==> src/rtl/fp_pkg.sv <==
// Shared definitions for the FP add/sub result stage: status bit positions,
// rounding modes and the operand classification used by the override logic.
package fp_pkg;

    // Bit positions inside the 8-bit status word; unlisted bits are always 0.
    localparam int ST_ZERO    = 0;
    localparam int ST_INF     = 1;
    localparam int ST_INVALID = 2;
    localparam int ST_HUGE    = 4;

    // Rounding mode encoding on in_rnd.
    typedef enum logic [2:0] {
        RND_RNE = 3'd0,
        RND_RTZ = 3'd1,
        RND_RUP = 3'd2,
        RND_RDN = 3'd3
    } rnd_mode_e;

    // Operand class derived from the exponent and fraction fields.
    typedef enum logic [2:0] {
        ZERO = 3'd0,
        SUBN = 3'd1,
        NORM = 3'd2,
        INF  = 3'd3,
        QNAN = 3'd4,
        SNAN = 3'd5
    } fp_class_e;

endpackage

==> src/rtl/fp_operand_class.sv <==
// Combinational operand classifier: exponent/fraction fields -> fp_class_e.
// A NaN is quiet when the fraction MSB is set, signalling otherwise.
module fp_operand_class
    import fp_pkg::*;
#(
    parameter int P_EXP  = 5,
    parameter int P_FRAC = 10
) (
    input  logic [P_EXP-1:0]  exp,
    input  logic [P_FRAC-1:0] frac,
    output fp_class_e         cls
);

    // Decode the class from the all-ones / all-zeros exponent patterns.
    always_comb begin
        cls = NORM;
        if (&exp) begin
            if (frac == '0)
                cls = INF;
            else if (frac[P_FRAC-1])
                cls = QNAN;
            else
                cls = SNAN;
        end else if (exp == '0) begin
            cls = (frac == '0) ? ZERO : SUBN;
        end
    end

endmodule

==> src/rtl/fp_addsub_result_stage.sv <==
// Registered result stage behind the FP add/sub datapath. Applies the
// NaN / Inf / overflow / signed-zero overrides to the raw adder result,
// encodes the status word and presents it on a valid/ready stream with
// one cycle of latency.
// Build option: define FP_ADDSUB_RESULT_SKID_EN for a 2-entry skid buffer
// with a registered in_ready; otherwise a single register with a
// combinational in_ready.
module fp_addsub_result_stage
    import fp_pkg::*;
#(
    parameter int P_EXP  = 5,
    parameter int P_FRAC = 10,
    parameter int P_WORD = 1 + P_EXP + P_FRAC
) (
    input  logic              clk,
    input  logic              rst_n,
    input  logic              in_valid,
    output logic              in_ready,
    input  logic [2:0]        in_rnd,
    input  logic              in_op,
    input  logic [P_WORD-1:0] in_a,
    input  logic [P_WORD-1:0] in_b,
    input  logic [P_WORD-1:0] in_z_raw,
    output logic              out_valid,
    input  logic              out_ready,
    output logic [P_WORD-1:0] out_z,
    output logic [7:0]        out_status
);

    localparam logic [P_EXP-1:0]  EXP_ONES  = '1;
    localparam logic [P_FRAC-1:0] FRAC_ZERO = '0;
    localparam logic [P_FRAC-1:0] QNAN_FRAC = {1'b1, {(P_FRAC-1){1'b0}}};

    fp_class_e         a_cls;
    fp_class_e         b_cls;
    logic              a_sign;
    logic              b_eff;
    logic              eff_sub;
    logic              a_nan;
    logic              b_nan;
    logic              a_inf;
    logic              b_inf;
    logic [P_EXP-1:0]  zr_exp;
    logic [P_FRAC-1:0] zr_frac;
    logic [P_WORD-1:0] nxt_z;
    logic [7:0]        nxt_status;
    logic              accept;
    logic              xfer;

    fp_operand_class #(.P_EXP(P_EXP), .P_FRAC(P_FRAC)) u_class_a (
        .exp  (in_a[P_WORD-2 -: P_EXP]),
        .frac (in_a[P_FRAC-1:0]),
        .cls  (a_cls)
    );

    fp_operand_class #(.P_EXP(P_EXP), .P_FRAC(P_FRAC)) u_class_b (
        .exp  (in_b[P_WORD-2 -: P_EXP]),
        .frac (in_b[P_FRAC-1:0]),
        .cls  (b_cls)
    );

    assign a_sign  = in_a[P_WORD-1];
    assign b_eff   = in_b[P_WORD-1] ^ in_op;
    assign eff_sub = a_sign ^ b_eff;
    assign a_nan   = (a_cls == QNAN) || (a_cls == SNAN);
    assign b_nan   = (b_cls == QNAN) || (b_cls == SNAN);
    assign a_inf   = (a_cls == INF);
    assign b_inf   = (b_cls == INF);
    assign zr_exp  = in_z_raw[P_WORD-2 -: P_EXP];
    assign zr_frac = in_z_raw[P_FRAC-1:0];

    // Special-case override mux and status encode; first matching case wins.
    // NOTE: every output of a combinational block gets a default first so no latch is inferred.
    always_comb begin
        nxt_z      = in_z_raw;
        nxt_status = '0;
        if (a_nan || b_nan) begin
            nxt_z                  = {1'b0, EXP_ONES, QNAN_FRAC};
            nxt_status[ST_INVALID] = (a_cls == SNAN) || (b_cls == SNAN);
        end else if (a_inf && b_inf && eff_sub) begin
            nxt_z                  = {1'b0, EXP_ONES, QNAN_FRAC};
            nxt_status[ST_INVALID] = 1'b1;
        end else if (a_inf || b_inf) begin
            nxt_z              = {(a_inf ? a_sign : b_eff), EXP_ONES, FRAC_ZERO};
            nxt_status[ST_INF] = 1'b1;
        end else if (zr_exp == EXP_ONES) begin
            nxt_z               = {in_z_raw[P_WORD-1], EXP_ONES, FRAC_ZERO};
            nxt_status[ST_INF]  = 1'b1;
            nxt_status[ST_HUGE] = 1'b1;
        end else if ((zr_exp == '0) && (zr_frac == '0)) begin
            nxt_z               = '0;
            nxt_z[P_WORD-1]     = (a_sign == b_eff) ? a_sign : (in_rnd == RND_RDN);
            nxt_status[ST_ZERO] = 1'b1;
        end
    end

    assign accept = in_valid & in_ready;
    assign xfer   = out_valid & out_ready;

`ifdef FP_ADDSUB_RESULT_SKID_EN

    logic              skid_full;
    logic [P_WORD-1:0] skid_z;
    logic [7:0]        skid_status;

    // in_ready comes straight from a flop, so out_ready never reaches it combinationally.
    assign in_ready = ~skid_full;

    // Main register plus skid entry: new beats park in the skid when the main slot stalls.
    // NOTE: sequential state uses non-blocking assignments so all flops update from pre-edge values.
    always_ff @(posedge clk) begin
        if (!rst_n) begin
            out_valid   <= 1'b0;
            out_z       <= '0;
            out_status  <= '0;
            skid_full   <= 1'b0;
            skid_z      <= '0;
            skid_status <= '0;
        end else if (skid_full) begin
            if (xfer) begin
                out_z      <= skid_z;
                out_status <= skid_status;
                if (accept) begin
                    skid_z      <= nxt_z;
                    skid_status <= nxt_status;
                end else begin
                    skid_full <= 1'b0;
                end
            end
        end else if (accept) begin
            if (!out_valid || xfer) begin
                out_valid  <= 1'b1;
                out_z      <= nxt_z;
                out_status <= nxt_status;
            end else begin
                skid_full   <= 1'b1;
                skid_z      <= nxt_z;
                skid_status <= nxt_status;
            end
        end else if (xfer) begin
            out_valid <= 1'b0;
        end
    end

`else

    // Single register: ready whenever the slot is empty or being drained this cycle.
    assign in_ready = ~out_valid | out_ready;

    // Load on accept (also covers reload during a transfer); clear valid on a bare transfer.
    always_ff @(posedge clk) begin
        if (!rst_n) begin
            out_valid  <= 1'b0;
            out_z      <= '0;
            out_status <= '0;
        end else if (accept) begin
            out_valid  <= 1'b1;
            out_z      <= nxt_z;
            out_status <= nxt_status;
        end else if (xfer) begin
            out_valid <= 1'b0;
        end
    end

`endif

endmodule

==> config.mk <==
export PLATFORM = sky130hd
export DESIGN_NAME = fp_addsub_result_stage
export DESIGN_NICKNAME = d
export VERILOG_FILES = /design/src/rtl/fp_pkg.sv /design/src/rtl/fp_operand_class.sv /design/src/rtl/fp_addsub_result_stage.sv
export SDC_FILE = /design/constraint.sdc
export NUM_CORES = 1
export LEC_CHECK = 0
export BUFFER_PORTS_ARGS = -buffer_cell sky130_fd_sc_hd__buf_4
export CAP_MARGIN = 20
export CELL_PAD_IN_SITES_DETAIL_PLACEMENT = 0
export CELL_PAD_IN_SITES_GLOBAL_PLACEMENT = 1
export CORE_AREA = 5 5 72 74
export DETAILED_ROUTE_END_ITERATION = 8
export DIE_AREA = 0 0 77 79
export PLACE_DENSITY = 0.83
export SLEW_MARGIN = 20
export SYNTH_ARGS = -nofsm -noshare
export SYNTH_HDL_FRONTEND = slang
export SYNTH_HIERARCHICAL = 1
export SYNTH_SLANG_ARGS = --single-unit
==> constraint.sdc <==
create_clock -name clk -period 3 [get_ports clk]
set_input_delay 0.45 -clock clk [delete_from_list [all_inputs] [get_ports clk]]
set_output_delay 0.45 -clock clk [all_outputs]
set_load 0.05 [all_outputs]
=== Yosys cells after proc, flatten, opt, wreduce, memory -nomap -nowiden ===
Index checks and enable logic that the tools add are counted.

* Bits of input ports: 56
* Output and inout bits: 26
* Register bits: 21
* Word-level logic and storage cells: 66

* Muxes and demuxes: 31
* Bitwise operators: 6
* Reductions and logical operators: 17
* Equality and inequality tests: 9

{| class="wikitable"
|+ Operator list
! operator !! number
|-
| 16-bit two-way mux || 5
|-
| 10-bit zero test || 3
|-
| 1-bit two-way mux || 18
|-
| 3-bit two-way mux || 6
|-
| 5-bit zero test || 3
|-
| 3-bit == test (second input constant) || 4
|-
| 5-bit AND reduction || 2
|-
| 3-bit by 2-bit == test with 1-bit output (second input constant) || 3
|-
| 5-bit == test (second input constant) || 1
|-
| 1-bit logical OR || 5
|-
| 2-bit two-way mux || 2
|-
| 1-bit logical AND || 3
|-
| 1-bit bitwise AND || 2
|-
| 2-bit nonzero test || 1
|-
| 1-bit XOR || 2
|-
| 1-bit == test || 1
|-
| 1-bit NOT || 1
|-
| 1-bit bitwise OR || 1
|}

=== Longest topological paths before layout ===
* Word-level depth: 9
* Depth in mapped cells: 8
* Depth with buffers taken out: 7

=== By module ===
The synthesis kept the hierarchy.

{| class="wikitable"
|+ Modules (own cells, without submodules)
! module !! area an instance (sq um) !! cells an instance !! times used !! seq. area each (sq um)
|-
| fp_addsub_result_stage || 1052.3 || 117 || 1 || 420.4
|-
| fp_operand_class || 80.1 || 9 || 2 || 0.0
|}

=== Worst setup path before layout ===
No wires, ideal clock.

* Path kind: input -> register
* Start: input port in_a[7]
* End: register out_z[10]
* Cell stages on the path: 7
* Data required time: 2.881 ns
* Setup slack: 0.736 ns
* Buffers on the path: 0
* Library setup time: 0.119 ns
* Data arrival time: 2.145 ns
* Cells stage by stage: or4_4 -> nor4_4 -> o22a_1 -> nand2b_1 -> and4_4 -> nand3_1 -> o221a_1

* Elaborated cells on any way between the ends: 16
* Classes of those cells: 3 x eq/ne; 7 x mux; 6 x reduce/logical

{| class="wikitable"
|+ RTL lines
! element !! line !! source
|-
| from (decl) || fp_addsub_result_stage.sv:21 || <nowiki>input logic [P_WORD-1:0] in_a,</nowiki>
|-
| 10-bit zero test * || fp_operand_class.sv:18 || <nowiki>if (frac == '0)</nowiki>
|-
| 3-bit two-way mux * || fp_operand_class.sv:18 ||
|-
| 3-bit two-way mux * || fp_operand_class.sv:17 || <nowiki>if (&exp) begin</nowiki>
|-
| named net a_cls[1] || fp_addsub_result_stage.sv:34 || <nowiki>fp_class_e a_cls;</nowiki>
|-
| 3-bit by 2-bit == test with 1-bit output || fp_addsub_result_stage.sv:67 || <nowiki>assign a_inf = (a_cls == INF);</nowiki>
|-
| 1-bit logical OR or 1-bit logical AND (tied branches) || fp_addsub_result_stage.sv:83, fp_addsub_result_stage.sv:80 ||
|-
| 16-bit two-way mux or 1-bit logical AND (tied branches) || fp_addsub_result_stage.sv:83, fp_addsub_result_stage.sv:80 ||
|-
| 16-bit two-way mux || fp_addsub_result_stage.sv:80 || <nowiki>end else if (a_inf && b_inf && eff_sub) begin</nowiki>
|-
| 16-bit two-way mux * || fp_addsub_result_stage.sv:77 || <nowiki>if (a_nan || b_nan) begin</nowiki>
|-
| to (signal assigned) || fp_addsub_result_stage.sv:158 || <nowiki>out_z <= nxt_z;</nowiki>
|-
| to (decl) || fp_addsub_result_stage.sv:26 || <nowiki>output logic [P_WORD-1:0] out_z,</nowiki>
|}

Mark *: on every way through the listed nets, which the timed path passes. The rest lies on a longest branch.
A chain may end at the register's enable or synchronous reset.

=== Worst setup path after layout ===
* Start: input port in_a[7]
* End: register out_z[11]

The elaborated chain is that of the path after synthesis.

==> impl_metrics.py <==
metrics = {
    "status": {
        "status": "finished, final reports clean",
    },
    "yosys": {
        "synth.most_common_cell": "dfxtp_1",
        "ys_warn_count": 6,
        "synth_top_area_share_pct": 34.7,
        "synthTopCellsByArea": "dfxtp_1 (35%), a21boi_1 (6.8%), nand4_1 (5.7%), nand2_1 (4.0%), o221a_1 (3.7%)",
        "synth_edf_count": 0,
        "syn_inst": 135,
        "ys.flop_type": "dfxtp_1",
        "ys_seq_area_share_pct": 34.7,
        "synth_area_leader_cell": "dfxtp_1",
        "synth_common_cells": "dfxtp_1 (21), nand2_1 (13), a21boi_1 (11), nand4_1 (11), nand3_1 (6)",
        "ys_async_sr_fraction_pct": 0,
        "syn_area_um2": 1210,
        "synth-seq-cells": 21,
        "yosys.cell_types.count": 44,
        "avgSynthCellArea_um2": 8.98,
    },
    "timing": {
        "final.min_clock_period_ns": 2.32,
        "holdWs_ns": 0.452,
        "drv_slew": 0,
        "final-setup-viol-count": 0,
        "timing.fmax_mhz": 430,
        "maxSlewHeadroom_pct": 64.5,
        "worst_pin_slew_ns": 0.531,
        "finalHoldViolations": 0,
        "period_share_pct": 77.5,
        "rsz0062_at_grt": "false",
        "skew_ns": 0.000617,
        "finalSetupTns_ns": 0,
    },
    "cts": {
        "clock_path_buffers": 2,
        "cts-buffers-inserted": 3,
        "clkTransAtPathRegs_ns": 0.08,
        "cts_setup_buffers": 0,
        "cts.repair.resized": 0,
        "clkSinkCount": 21,
        "htree_levels": 1,
        "cts-root-buf": "clkbuf_8",
        "clock_latency_ns": 0.25,
        "hold_buffers": 0,
        "tritoncts": "done",
    },
    "grt": {
        "grtUsageTotal_pct": 11.5,
        "antenna_found_initial": 0,
        "grt_max_degree": 24,
        "grt_pass1_wl_mm": 5.78,
        "overflow": 0,
        "grt_pass1_vias": 1254,
    },
    "floorplanning": {
        "die_w_um": 77,
        "start_util_pct": 26.7,
        "die_h_um": 79,
        "die_area_um2": 6080,
        "rows": 25,
        "io_pins": 82,
        "coreArea_um2": 4540,
    },
    "placed_design": {
        "placed_area_um2": 1810,
        "portBuffers": 77,
        "place_congestion": 0.735,
        "dp_hpwl_mm": 2.95,
    },
    "worst_setup_path": {
        "cp.arrival_ns": 2.47,
        "timing.critical_path.cells": "buf_4, or4_4, nor4_4, o22a_1, nand2b_1, and4_4, nand3_1, o221a_1",
        "worstPathMaxFanout": 13,
        "worst_path_largest_cell_delay_ns": 0.53,
        "endpoint_kind": "flip-flop",
        "crit_path_start_kind": "input port",
        "required_ns": 3.15,
        "crit_slowest_cell": "or4_4",
        "crit_type": "input port to flip-flop",
    },
    "power": {
        "p_total_mw": 0.721,
        "vdd_drop_max_v": 0.000159,
        "seqPwrFrac_pct": 42.4,
        "pwr-share-comb_pct": 32.2,
        "powerDensity_nw_per_um2": 390,
        "p_leak_nw": 0.820,
        "switchingPower_mw": 0.232,
        "p_sw_share_pct": 32.2,
        "intPower_mw": 0.488,
        "pwr-share-clk_pct": 25.4,
    },
    "finish": {
        "antenna_cells": 0,
        "area_growth_pct": 52.6,
        "layout.nets": 265,
        "fin_area_um2": 1850,
        "drive_gt1_share_pct": 43.3,
    },
    "detailed_routing": {
        "remaining_drc_errors": 0,
        "drtPass1Iterations": 4,
        "wl_per_cell_um": 13.8,
        "routed_wirelength_mm": 3.62,
        "drtAntennaViolNets": 0,
        "drtIter0Drc": 54,
        "num_vias": 1286,
        "via_per_inst": 4.91,
    },
    "job": {
        "cap_viol_max_count": 0,
    },
    "worst_hold_path": {
        "hold_path_class": "flip-flop to flip-flop",
    },
}
stage by stage:
| step | setup slack, ns | instances | util (%) |
|---|---|---|---|
| detailed placement | 0.405 | 258 | 39.8 |
| global placement | 0.432 | 258 | 39.8 |
| CTS | 0.680 | 262 | 40.8 |
| floorplan | 0.736 | 138 | - |
| global route | 0.496 | 262 | 40.8 |
| finish | 0.676 | 262 | 40.8 |
final cells by class:
type                    count  area (um^2)
repair buffers             77          578
inverters                   3         11.3
multi-input cells         103          728
clock buffers               4         45.0
well taps                  54         67.6
fillers                   465         2690
flip-flops and latches     21          420
sequential cells by signal (all words and copies together) (netlist names):
signal,flops
out_valid,1
out_z,16
out_status,4
path summary, 6_finish.rpt:
check | slack (ns) | depth (start not counted) | start | end
setup / recovery | 0.68 | 8 | in_a[7] | out_z[11]$_SDFFE_PN0P_
hold / removal | 0.45 | 2 | out_z[5]$_SDFFE_PN0P_ | out_z[5]$_SDFFE_PN0P_
setup reg to reg | 1.54 | 4 | out_valid$_SDFFE_PN0P_ | out_status[4]$_SDFFE_PN0P_
hold reg to reg | 0.45 | 2 | out_z[5]$_SDFFE_PN0P_ | out_z[5]$_SDFFE_PN0P_
per-layer routing:
layer	up-vias	GRT usage [%]	share of wire, %
li1	654	-	-
met4	0	3.09	0.83
met3	2	2.27	5.4
met1	590	14.3	45
met2	40	20.1	49
met5	-	0	0
critical path, delay by kind of cell:
family / cells / cell delay [ns]
AOI/OAI and AO/OA: 2 / 0.50
buffers and inverters: 1 / 0.11
and+or+nand+nor: 5 / 1.42
cells by family after synthesis:
group                      share of synthesized area (%)
and+or+nand+nor                                     35.8
AOI/OAI and AO/OA                                   19.6
DFF                                                 34.7
buffers and inverters                               6.19
xor gates and xnor gates                            2.58
adders and majority gates                          0.826
other                                              0.309
cells in the final DEF, fill, tap and decap left out, types with 3 or more instances in the layout:
cell type	n
buf_4	77
or4_1	4
dfxtp_1	21
clkbuf_8	3
nand2_1	13
a21boi_1	11
o221a_1	4
and3_1	3
nor3_1	3
nor4_1	3
conb_1	4
nand3_1	6
o22a_1	3
nor2_1	4
nand4_1	11
inv_1	3
power by group through the flow:
| stage | clock network, mW | registers [mW] | logic [mW] |
|---|---|---|---|
| after floorplan | 0 | 0.371 | 0.0767 |
| after global placement | 0 | 0.312 | 0.232 |
| after detailed placement | 0 | 0.312 | 0.234 |
| after CTS | 0.190 | 0.305 | 0.234 |
| after global routing | 0.196 | 0.307 | 0.249 |
| final | 0.183 | 0.305 | 0.232 |
No activity file was read; power rests on OpenSTA's default activity.
